$ cat src/rtl/sdram_fb_arbiter.sv
// SDRAM frame-buffer arbiter: camera write FIFO vs display read FIFO over single-beat Avalon-MM.
// Optional FB_STATS_EN adds saturating write-frame and read-repeat statistics outputs.
module sdram_fb_arbiter #(
    parameter int DW           = 16,
    parameter int AW           = 24,
    parameter int LVL_W        = 11,
    parameter int BL           = 256,
    parameter int FRAME_BURSTS = 3072,
    parameter int NBUF         = 2,
    parameter int RD_LT        = 256,
    parameter int RD_UT        = 1024
) (
    input  logic             clk,
    input  logic             rst_n,
    input  logic [LVL_W-1:0] wf_usedw,
    input  logic [DW-1:0]    wf_data,
    output logic             wf_rdreq,
    output logic             wr_allow,
    input  logic [LVL_W-1:0] rf_usedw,
    output logic             rf_wrreq,
    output logic [DW-1:0]    rf_data,
    output logic             avm_write,
    output logic             avm_read,
    output logic [AW-1:0]    avm_addr,
    output logic [DW-1:0]    avm_wrdata,
    input  logic [DW-1:0]    avs_rddata,
    input  logic             avs_rddata_vld,
    input  logic             avs_waitrequest
`ifdef FB_STATS_EN
    ,
    output logic [15:0]      stat_wr_frames,
    output logic [15:0]      stat_rd_repeats
`endif
);

    localparam int WW   = AW - 2;
    localparam int BC_W = (BL > 1) ? $clog2(BL) : 1;
    localparam int PW   = BC_W + 3;

    localparam logic [LVL_W-1:0] BL_LVL    = LVL_W'(BL);
    localparam logic [LVL_W-1:0] RD_LT_LVL = LVL_W'(RD_LT);
    localparam logic [LVL_W-1:0] RD_UT_LVL = LVL_W'(RD_UT);
    localparam logic [BC_W-1:0]  LAST_BEAT = BC_W'(BL - 1);
    localparam logic [WW-1:0]    LAST_WORD = WW'(FRAME_BURSTS * BL - 1);

    typedef enum logic [1:0] {IDLE, WRITE, READ, DONE} state_t;

    state_t          state;
    state_t          next_state;
    logic [BC_W-1:0] beat;
    logic [WW-1:0]   wr_word;
    logic [WW-1:0]   rd_word;
    logic [1:0]      wr_buf;
    logic [1:0]      rd_buf;
    logic [1:0]      ready_buf;
    logic            ready_pend;
    logic            rd_valid;
    logic            wr_hold;
    logic            rd_need;
    logic            last_grant;
    logic            frame_end;
    logic [PW-1:0]   rd_pend;

    logic wr_elig;
    logic rd_elig;
    logic accept;
    logic wr_accept;
    logic rd_accept;
    logic wr_frame_done;
    logic rd_frame_done;

    assign wr_elig   = (wf_usedw >= BL_LVL) && !wr_hold;
    assign rd_elig   = rd_need && rd_valid;
    assign accept    = ((state == WRITE) || (state == READ)) && !avs_waitrequest;
    assign wr_accept = accept && (state == WRITE);
    assign rd_accept = accept && (state == READ);

    // last_grant remembers which side owned the burst now sitting in DONE
    assign wr_frame_done = (state == DONE) && frame_end && last_grant;
    assign rd_frame_done = (state == DONE) && frame_end && !last_grant;

    assign wr_allow   = !wr_hold;
    assign avm_wrdata = wf_data;
    assign rf_data    = avs_rddata;
    assign rf_wrreq   = avs_rddata_vld && (rd_pend != '0);

    always_ff @(posedge clk) begin
        if (!rst_n) state <= IDLE;
        else        state <= next_state;
    end

    always_comb begin
        next_state = state;
        avm_write  = 1'b0;
        avm_read   = 1'b0;
        avm_addr   = '0;
        wf_rdreq   = 1'b0;
        case (state)
            IDLE: begin
                if (wr_elig && (!rd_elig || !last_grant)) next_state = WRITE;
                else if (rd_elig)                         next_state = READ;
            end
            WRITE: begin
                avm_write = 1'b1;
                avm_addr  = {wr_buf, wr_word};
                wf_rdreq  = !avs_waitrequest;
                if (accept && (beat == LAST_BEAT)) next_state = DONE;
            end
            READ: begin
                avm_read = 1'b1;
                avm_addr = {rd_buf, rd_word};
                if (accept && (beat == LAST_BEAT)) next_state = DONE;
            end
            default: next_state = IDLE;
        endcase
    end

    always_ff @(posedge clk) begin
        if (!rst_n) begin
            beat       <= '0;
            wr_word    <= '0;
            rd_word    <= '0;
            wr_buf     <= 2'd0;
            rd_buf     <= 2'd1;
            ready_buf  <= 2'd0;
            ready_pend <= 1'b0;
            rd_valid   <= 1'b0;
            wr_hold    <= 1'b0;
            rd_need    <= 1'b0;
            last_grant <= 1'b0;
            frame_end  <= 1'b0;
            rd_pend    <= '0;
        end else begin
            if (accept) begin
                if (beat == LAST_BEAT) beat <= '0;
                else                   beat <= beat + 1'b1;
            end

            if (state == IDLE) begin
                if (next_state == WRITE)     last_grant <= 1'b1;
                else if (next_state == READ) last_grant <= 1'b0;
            end

            if (state == DONE) frame_end <= 1'b0;

            if (wr_accept) begin
                if (wr_word == LAST_WORD) begin
                    wr_word   <= '0;
                    frame_end <= 1'b1;
                end else begin
                    wr_word <= wr_word + 1'b1;
                end
            end

            if (rd_accept) begin
                if (rd_word == LAST_WORD) begin
                    rd_word   <= '0;
                    frame_end <= 1'b1;
                end else begin
                    rd_word <= rd_word + 1'b1;
                end
            end

            // Triple buffering moves the writer to the one buffer neither displayed nor ready
            if (wr_frame_done) begin
                ready_buf  <= wr_buf;
                ready_pend <= 1'b1;
                rd_valid   <= 1'b1;
                if (NBUF == 3) wr_buf <= 2'd3 - rd_buf - wr_buf;
                else           wr_hold <= 1'b1;
            end

            if (rd_frame_done && ready_pend) begin
                rd_buf     <= ready_buf;
                ready_pend <= 1'b0;
                if (NBUF != 3) begin
                    wr_buf  <= rd_buf;
                    wr_hold <= 1'b0;
                end
            end

            if (rf_usedw <= RD_LT_LVL)     rd_need <= 1'b1;
            else if (rf_usedw > RD_UT_LVL) rd_need <= 1'b0;

            rd_pend <= rd_pend + {{(PW-1){1'b0}}, rd_accept} - {{(PW-1){1'b0}}, rf_wrreq};
        end
    end

`ifdef FB_STATS_EN
    always_ff @(posedge clk) begin
        if (!rst_n) begin
            stat_wr_frames  <= '0;
            stat_rd_repeats <= '0;
        end else begin
            if (wr_frame_done && (stat_wr_frames != 16'hFFFF))
                stat_wr_frames <= stat_wr_frames + 1'b1;
            if (rd_frame_done && !ready_pend && (stat_rd_repeats != 16'hFFFF))
                stat_rd_repeats <= stat_rd_repeats + 1'b1;
        end
    end
`endif

endmodule

$ cat config.mk
export PLATFORM = sky130hd
export DESIGN_NAME = sdram_fb_arbiter
export DESIGN_NICKNAME = d
export VERILOG_FILES = /design/src/rtl/sdram_fb_arbiter.sv
export SDC_FILE = /design/constraint.sdc
export NUM_CORES = 1
export LEC_CHECK = 0
export ABC_CLOCK_PERIOD_IN_PS = 6050
export CORE_ASPECT_RATIO = 1.1
export CORE_MARGIN = 2
export CORE_UTILIZATION = 53
export CTS_CLUSTER_SIZE = 20
export DETAILED_ROUTE_END_ITERATION = 10
export HOLD_SLACK_MARGIN = 0.05
export PLACE_DENSITY_LB_ADDON = 0.3
export REMOVE_ABC_BUFFERS = 1
export SYNTH_ARGS = -nofsm -noshare
export SYNTH_HDL_FRONTEND = slang
export SYNTH_SLANG_ARGS = --single-unit
$ cat constraint.sdc
create_clock -name clk -period 6.05 [get_ports clk]
set_clock_uncertainty 0.05 [all_clocks]
set_input_delay 0.605 -clock clk [delete_from_list [all_inputs] [get_ports clk]]
set_output_delay 0.605 -clock clk [all_outputs]
set_load 0.02 [all_outputs]
==> results of run 1 <==
-- per-layer routing --
metal  up-vias  part of all wire (%)  track usage [%]
li1       1844                     -                -
met1      1758                    44            30.65
met2       138                    45            37.44
met3        20                   9.1            9.760
met4         2                   1.5            8.042
met5         -                  0.32            3.889
-- cell type report --
class | count | area share (%)
timing repair buffer | 48 | 9.488
tap | 111 | 2.772
clock buffer | 10 | 2.547
clock inverter | 6 | 2.222
multi-input combinational | 387 | 50.29
sequential | 76 | 30.36
inverter | 31 | 2.322
-- state kept, by name, summed over array words and instances, names as in the netlist, 2 cells and up --
signal / flops
beat: 8
rd_buf: 2
rd_pend: 11
rd_word: 22
ready_buf: 2
state: 2
wr_buf: 2
wr_word: 22
-- synthesized netlist by cell type, types with 3 or more instances --
master and instances:
dfxtp_1 76, nor2_1 73, nand2_1 40, buf_4 32, inv_1 31, nand3_1 27
xnor2_1 26, a22oi_1 23, ha_1 23, xor2_1 22, and2_1 16, nor2b_1 14
clkbuf_1 13, nand4_1 13, nor3_1 12, o21ai_0 12, mux2i_1 11, and3_1 10
a21oi_1 9, nand2b_1 6, a21boi_0 4, a211oi_1 3, a31oi_1 3, and4_1 3
nand4b_1 3
-- how the worst min path moves through the flow --
stage	from	end	slack, ns	depth (start not counted)
after floorplan	ready_buf[0]	rd_buf[0]	0.39	2
after global placement	ready_buf[0]	rd_buf[0]	0.41	2
after detailed placement	rd_valid	rd_valid	0.43	2
after CTS	rd_valid	rd_valid	0.44	2
after global routing	beat[6]	beat[6]	0.47	2
final	rd_valid	rd_valid	0.43	2
-- power groups by stage --
stage          logic [µW]  registers [µW]  clock network (µW)
3_5_place_dp          438             570                   0
5_1_grt               503             563                 500
3_3_place_gp          419             569                   0
6_report              440             559                 470
2_1_floorplan         344             563                   0
4_1_cts               441             559                 478
-- per-stage QoR --
stage | setup WS (ns) | power, µW
finish | 2.505 | 1469
global route | 2.230 | 1567
global placement | 2.217 | 987.7
detailed placement | 2.153 | 1008
floorplan | 2.520 | 907.2
CTS | 2.520 | 1478
-- worst reg2reg max path, delay by kind of cell, from the launching register on --
| kind | cells | cell delay [ns] |
|---|---|---|
| flops | 1 | 0.36 |
| simple gates | 3 | 0.73 |
| compound gates | 3 | 0.75 |
| buf+inv | 4 | 0.33 |
| fa+ha+maj | 4 | 0.98 |
-- cell families (layout without fill, tap and decap cells) --
logic type | Yosys count | after routing
compound gates | 69 | 69
flops | 76 | 76
fa+ha+maj | 24 | 24
simple gates | 235 | 235
buf+inv | 80 | 95
xor+xnor | 48 | 48
mux | 11 | 11
==> results.txt, run 1 <==
----------------------------------------------------
[Run status]
  Outcome ... finished clean

[Clocking]
  Clock-pin slew on the worst setup and hold paths ... around 0.080 ns
  Clock insertion delay at the later pin of the skew report ... 0.35 ns
  Post-cts repair resize count ... 0
  Longest Clk Path Bufs ... 2
  Clock sink total ... 76
  Cts-stage hold buffer count ... 0
  CTS H-tree depth ... 3
  Buffers inserted during post-CTS setup optimization ... 0
  Clock buffer count from CTS ... 9
  Clock tree from TritonCTS ... built
  Cell at the root of the clock tree ... clkbuf_8

[Worst setup path]
  Worst setup path startpoint ... avs_waitrequest
  Worst reg-to-reg setup slack ... 2.76 ns
  Critical path peak fanout ... 8
  Startpoint of the most critical register-to-register path ... state[0]
  CP bufs+invs ... 4
  CP Depth ... 13
  Worst setup SP type ... primary input
  Crit-path most repeated cell ... inv_1
  Required time at the endpoint of the critical path ... 6.25 ns
  Cells traversed along the worst timing path ... clkdlybuf4s50_1 > nor2b_1 > inv_1 > ha_1 > inv_1 > ha_1 > inv_1 > fa_1 > nand2b_1 > a221o_1 > a211oi_1 > o21ai_0 > and3b_1
  Worst reg2reg path depth ... 14
  Largest stage delay, worst path ... 0.58 ns
  Endpoint arrival time on the critical path ... 3.74 ns
  Crit end category ... register
  Top Family by Delay on Critical Path ... buffers and inverters
  Critical path type ... primary input to register
  Worst setup path endpoint ... rd_pend[10]
  End of the worst register-to-register path ... rd_pend[10]
  Slowest CP cell ... clkdlybuf4s50_1

[Place]
  Number of I/O port buffers ... 46
  Gpl congestion ... 0.8356
  Number of cells after detailed placement ... 653
  Total placed instance area ... 4772 µm²
  Placed wire-length estimate ... 8008 µm

[Min path]
  Class of the tightest hold or removal check ... register to register

[GRT]
  Total global-route track usage ... 24.27%
  GRT overflow ... 0
  Initial antenna violation count ... 0
  Largest net degree at the start of global routing ... 35
  Via count of the first global-routing pass ... 3542
  Wire length of the first global-routing pass ... 17480 µm

[Final layout]
  Seq. cell area ... 1521 µm²
  Relative area change from synthesis to final layout ... 11.90%
  Count of non-filler cells in the finished layout ... 669
  Summed area of non-filler cells in the final layout ... approximately 5000 µm²
  FILL cells ... 738
  Area of combinational cells with multiple inputs ... 2520 µm²
  Layout cell share with drive strength beyond 1 ... roughly 4.3%
  Net count reported at finish ... roughly 640
  Highest-count cells in the layout ignoring fill and taps ... 76 x dfxtp_1, 73 x nor2_1, 46 x clkdlybuf4s50_1
  Fraction of the core area covered by cells at the end of the flow ... 60.54%
  Most common cell after layout, fill and taps aside ... dfxtp_1
  Antenna Cells ... 0

[Floorplan]
  Number of top-level pins ... 119
  Initial Util ... 54.10%
  Overall die area ... 9201 µm²
  Die X ... 91.64 µm
  Die Height ... 100.4 µm
  Core Region ... 8277 µm²
  Std cell rows ... 35

[Synthesis]
  Library cell with the largest summed area after synthesis ... dfxtp_1
  Seq cells post-synth ... 76
  Synthesized netlist cell count ... 543
  Ranking of synthesized cells by area ... dfxtp_1 34%, ha_1 6.4%, nor2_1 6.1%, buf_4 5.4%, xnor2_1 5.1%
  Sequential-to-total area share from yosys stat ... 33.98%
  Post-synth cell types ... 54
  Area share of the largest cell type after synthesis ... 33.98%
  Post-Syn Area per Cell ... 8.247 µm²
  Ys async rst share ... 0%
  EDFF count, synth ... 0
  Cell area after synthesis ... 4478 µm²
  Dominant combinational cell family by area after synthesis ... simple AND/OR/NAND/NOR gates
  XOR/XNOR Fraction of Synth Area ... 9.388%
  Primary flip-flop cell chosen by synthesis mapping ... dfxtp_1
  Yosys Warn Count ... 0
  Fraction of the mapped netlist area in compound gates ... 10.76%
  Adder-cell area share of the yosys netlist ... 6.873%
  Post-synthesis share of cell area spent on and, or, nand and nor gates ... between 20% and 30%
  Multiplexer area fraction after synthesis ... 2.459%

[Detailed routing]
  WL final ... 10810 µm
  Post-detailed-route via-to-cell ratio ... 5.623
  Avg WL per Cell ... 16.16 µm
  DRT iter0 DRCs ... 199
  DRC violation count after routing ... 0
  Count of vias placed by the detailed router ... around 3800
  Count of TritonRoute iterations in the first routing pass ... 5
  Remaining antenna violation count ... 0

[Pwr]
  Pwr Density ... 293.1 nW/µm²
  Clk pwr share ... around 32%
  Maximum vdd drop ... 0.2143 mV
  Net switching share of the total power ... between 30 and 40%
  Net switching power of the design ... 454.2 µW
  Relative contribution of sequential cells to total power ... 38.0%
  Internal Power ... 1015 µW
  Static Leakage ... around 0.0019 µW
  Combinational Power Share ... 29.9%

[STA]
  Pins Over Slew Limit ... 0
  Fmax ... 0.2821 GHz
  Sum of negative setup slack ... 0 ns
  WHS ... 0.4327 ns
  Tightest Pin Transition ... 1.110 ns
  Final hold violation count ... 0
  RSZ-0062 raised after global routing ... false
  Normalized max-slew margin ... between 20% and 30%
  Shortest clock period the worst path allows after layout ... 3.545 ns
  Period utilisation layout ... between 50% and 60%
  Final count of negative-setup-slack endpoints ... 0

[Flow run]
  Max Cap Viol ... 0

----------------------------------------------------
Note: power is estimated with default switching activity, not from simulation.
==> inputs of run 2 (changes only) <==
- ABC_CLOCK_PERIOD_IN_PS: 6050 -> 3200
- CORE_UTILIZATION: 53 -> 44
- clock period: 6.05 -> 3.2 ns (I/O delays scaled with it)
==> results.txt, run 2 (synthesis gave the netlist of run 1 again) <==
----------------------------------------------------
[Clocking]
  Cts-stage hold buffer count ... 0 (unchanged)
  Clock-pin slew on the worst setup and hold paths ... 0.09 ns (about the same)
  CTS H-tree depth ... 3 (unchanged)
  Clock sink total ... 76 (unchanged)
  Clock tree from TritonCTS ... built
  Longest Clk Path Bufs ... 2 (unchanged)
  Clock buffer count from CTS ... 9 (unchanged)
  Clock insertion delay at the later pin of the skew report ... 0.35 ns (about the same)
  Cell at the root of the clock tree ... clkbuf_8

[Detailed routing]
  Count of vias placed by the detailed router ... 3736 (-0.69%)
  WL final ... 10920 µm (+0.98%)
  DRC violation count after routing ... 0 (unchanged)
  DRT iter0 DRCs ... 148 (-26%)
  Post-detailed-route via-to-cell ratio ... 5.438 (-3.3%)
  Avg WL per Cell ... 15.89 µm (-1.7%)
  Remaining antenna violation count ... 0 (unchanged)
  Count of TritonRoute iterations in the first routing pass ... 4 (-1)

[Min path]
  Number of cells on the worst hold path ... 2 (unchanged)
  Class of the tightest hold or removal check ... register to register
  Endpoint, Worst Hold ... rd_valid
  Min-delay src ... rd_valid

[Pwr]
  Pwr Density ... 522.3 nW/µm² (+78%)
  Maximum vdd drop ... 0.4370 mV (+100%)
  Static Leakage ... 0.001893 µW (+1.8%)
  Total power ... 2647 µW (+80%)

[Place]
  Number of cells after detailed placement ... 671 (+2.8%)
  Placed wire-length estimate ... 8068 µm (+0.75%)
  Total placed instance area ... 4851 µm² (+1.7%)
  Gpl congestion ... 0.7845 (-6.1%)
  Number of I/O port buffers ... 46 (unchanged)

[GRT]
  Wire length of the first global-routing pass ... 17800 µm (+1.8%)
  Total global-route track usage ... 20.51% (-3.8 points)
  GRT overflow ... 0 (unchanged)
  Via count of the first global-routing pass ... 3604 (+1.8%)
  Initial antenna violation count ... 0 (unchanged)
  Largest net degree at the start of global routing ... 27 (-23%)

[Worst setup path]
  Critical path peak fanout ... 25 (+17)
  Crit end category ... primary output
  Worst reg2reg path depth ... 14 (unchanged)
  Critical path type ... register to primary output
  Endpoint arrival time on the critical path ... 2.63 ns (-1.11 ns)
  Required time at the endpoint of the critical path ... 2.83 ns (-3.42 ns)
  Startpoint of the most critical register-to-register path ... rd_pend[6]
  End of the worst register-to-register path ... rd_pend[8]
  Worst setup SP type ... register
  Worst reg-to-reg setup slack ... 0.27 ns (-2.49 ns)

[STA]
  Tightest Pin Transition ... 0.8537 ns (-0.2565 ns)
  Period utilisation layout ... between 90% and 100%
  RSZ-0062 raised after global routing ... false
  Normalized max-slew margin ... 43.02% (+17 points)
  Final count of negative-setup-slack endpoints ... 0 (unchanged)
  Pins Over Slew Limit ... 0 (unchanged)
  Fmax ... 0.3338 GHz
  WHS ... 0.4277 ns (-0.004922 ns)
  Sum of negative setup slack ... 0 ns (unchanged)
  Final hold violation count ... 0 (unchanged)
  Shortest clock period the worst path allows after layout ... 2.996 ns

[Final layout]
  FILL cells ... 966 (+31%)
  Relative area change from synthesis to final layout ... 13.16%
  Antenna Cells ... 0 (unchanged)
  Count of non-filler cells in the finished layout ... 687 (+2.7%)
  Seq. cell area ... 1521 µm² (unchanged)
  Most common cell after layout, fill and taps aside ... dfxtp_1
  Area of combinational cells with multiple inputs ... 2544 µm² (+0.94%)
  Layout cell share with drive strength beyond 1 ... 6.702% (+2.4 points)
  Top flop regs ... rd_word (22), wr_word (22), rd_pend (11)
  Net count reported at finish ... 644 (+1.4%)
  Summed area of non-filler cells in the final layout ... 5067 µm² (+1.1%)
  Highest-count cells in the layout ignoring fill and taps ... 76 x dfxtp_1, 73 x nor2_1, 46 x clkdlybuf4s50_1

[Floorplan]
  Die X ... 100.2 µm (+9.3%)
  Core Region ... 9889 µm² (+19%)
  Std cell rows ... 38 (+8.6%)
  Number of top-level pins ... 119 (unchanged)
  Overall die area ... 11000 µm² (+20%)
  Initial Util ... 45.28% (-8.8 points)
  Die Height ... 109.8 µm (+9.4%)

[Flow run]
  Max Cap Viol ... 0 (unchanged)

[Run status]
  Outcome ... finished clean

----------------------------------------------------
==> run 2: final cells by class <==
| type | count | share of cell area [%] |
|---|---|---|
| Sequential cell | 76 | 30.02 |
| Multi-Input combinational cell | 387 | 50.20 |
| Clock buffer | 10 | 2.519 |
| Clock inverter | 6 | 1.284 |
| Timing Repair Buffer | 57 | 10.72 |
| Tap cell | 120 | 2.963 |
| Inverter | 31 | 2.296 |
==> run 2: routing by layer <==
layer | part of all wire, % | routed length (µm) | vias to the layer above | global-route usage, %
li1 | - | - | 1865 | -
met1 | 47 | 5175 | 1739 | 26.75
met5 | 0 | 0 | - | 0.4808
met2 | 43 | 4725 | 122 | 30.87
met4 | 1.0 | 114 | 0 | 6.360
met3 | 8.2 | 899 | 10 | 8.455
==> run 2: metrics by stage <==
step / util [%] / worst slack [ns]
finish: 51.24 / 0.2039
global route: 51.24 / 0.007295
CTS: 51.00 / 0.04590
detailed placement: 49.05 / -0.03322
global placement: 49.05 / 0.01471
floorplan: - / -0.3304
==> run 2: how the worst max path moves through the flow <==
stage / depth (start not counted) / to / startpoint
5_1_grt: 5 / avm_addr[3] / state[0]
4_1_cts: 14 / rd_pend[10] / rd_pend[8]
3_3_place_gp: 13 / rd_pend[10] / avs_waitrequest
6_report: 5 / avm_addr[3] / state[0]
3_5_place_dp: 13 / rd_pend[10] / avs_waitrequest
2_1_floorplan: 14 / rd_pend[10] / state[0]
==> run 2: worst max-delay path, stage by stage, from the launching register on <==
cell,delay [ns]
dfxtp_1,0.42
inv_1,0.09
ha_1,0.36
inv_1,0.65
nor2_1,0.17
clkdlybuf4s50_1,0.59
==> run 2: timing repair <==
item                                    CTS  global route
resized for setup                         0             6
endpoints found under the setup margin    0             2
endpoints found under the hold margin     0             0
buffers inserted                          0             0
==> run 2: report_power, final <==
group | switching, µW | leakage [µW] | internal [µW]
clock | 369 | 0.0000962 | 361
sequential | 44.7 | 0.000616 | 1010
combinational | 454 | 0.00118 | 406
total | 868 | 0.00189 | 1780
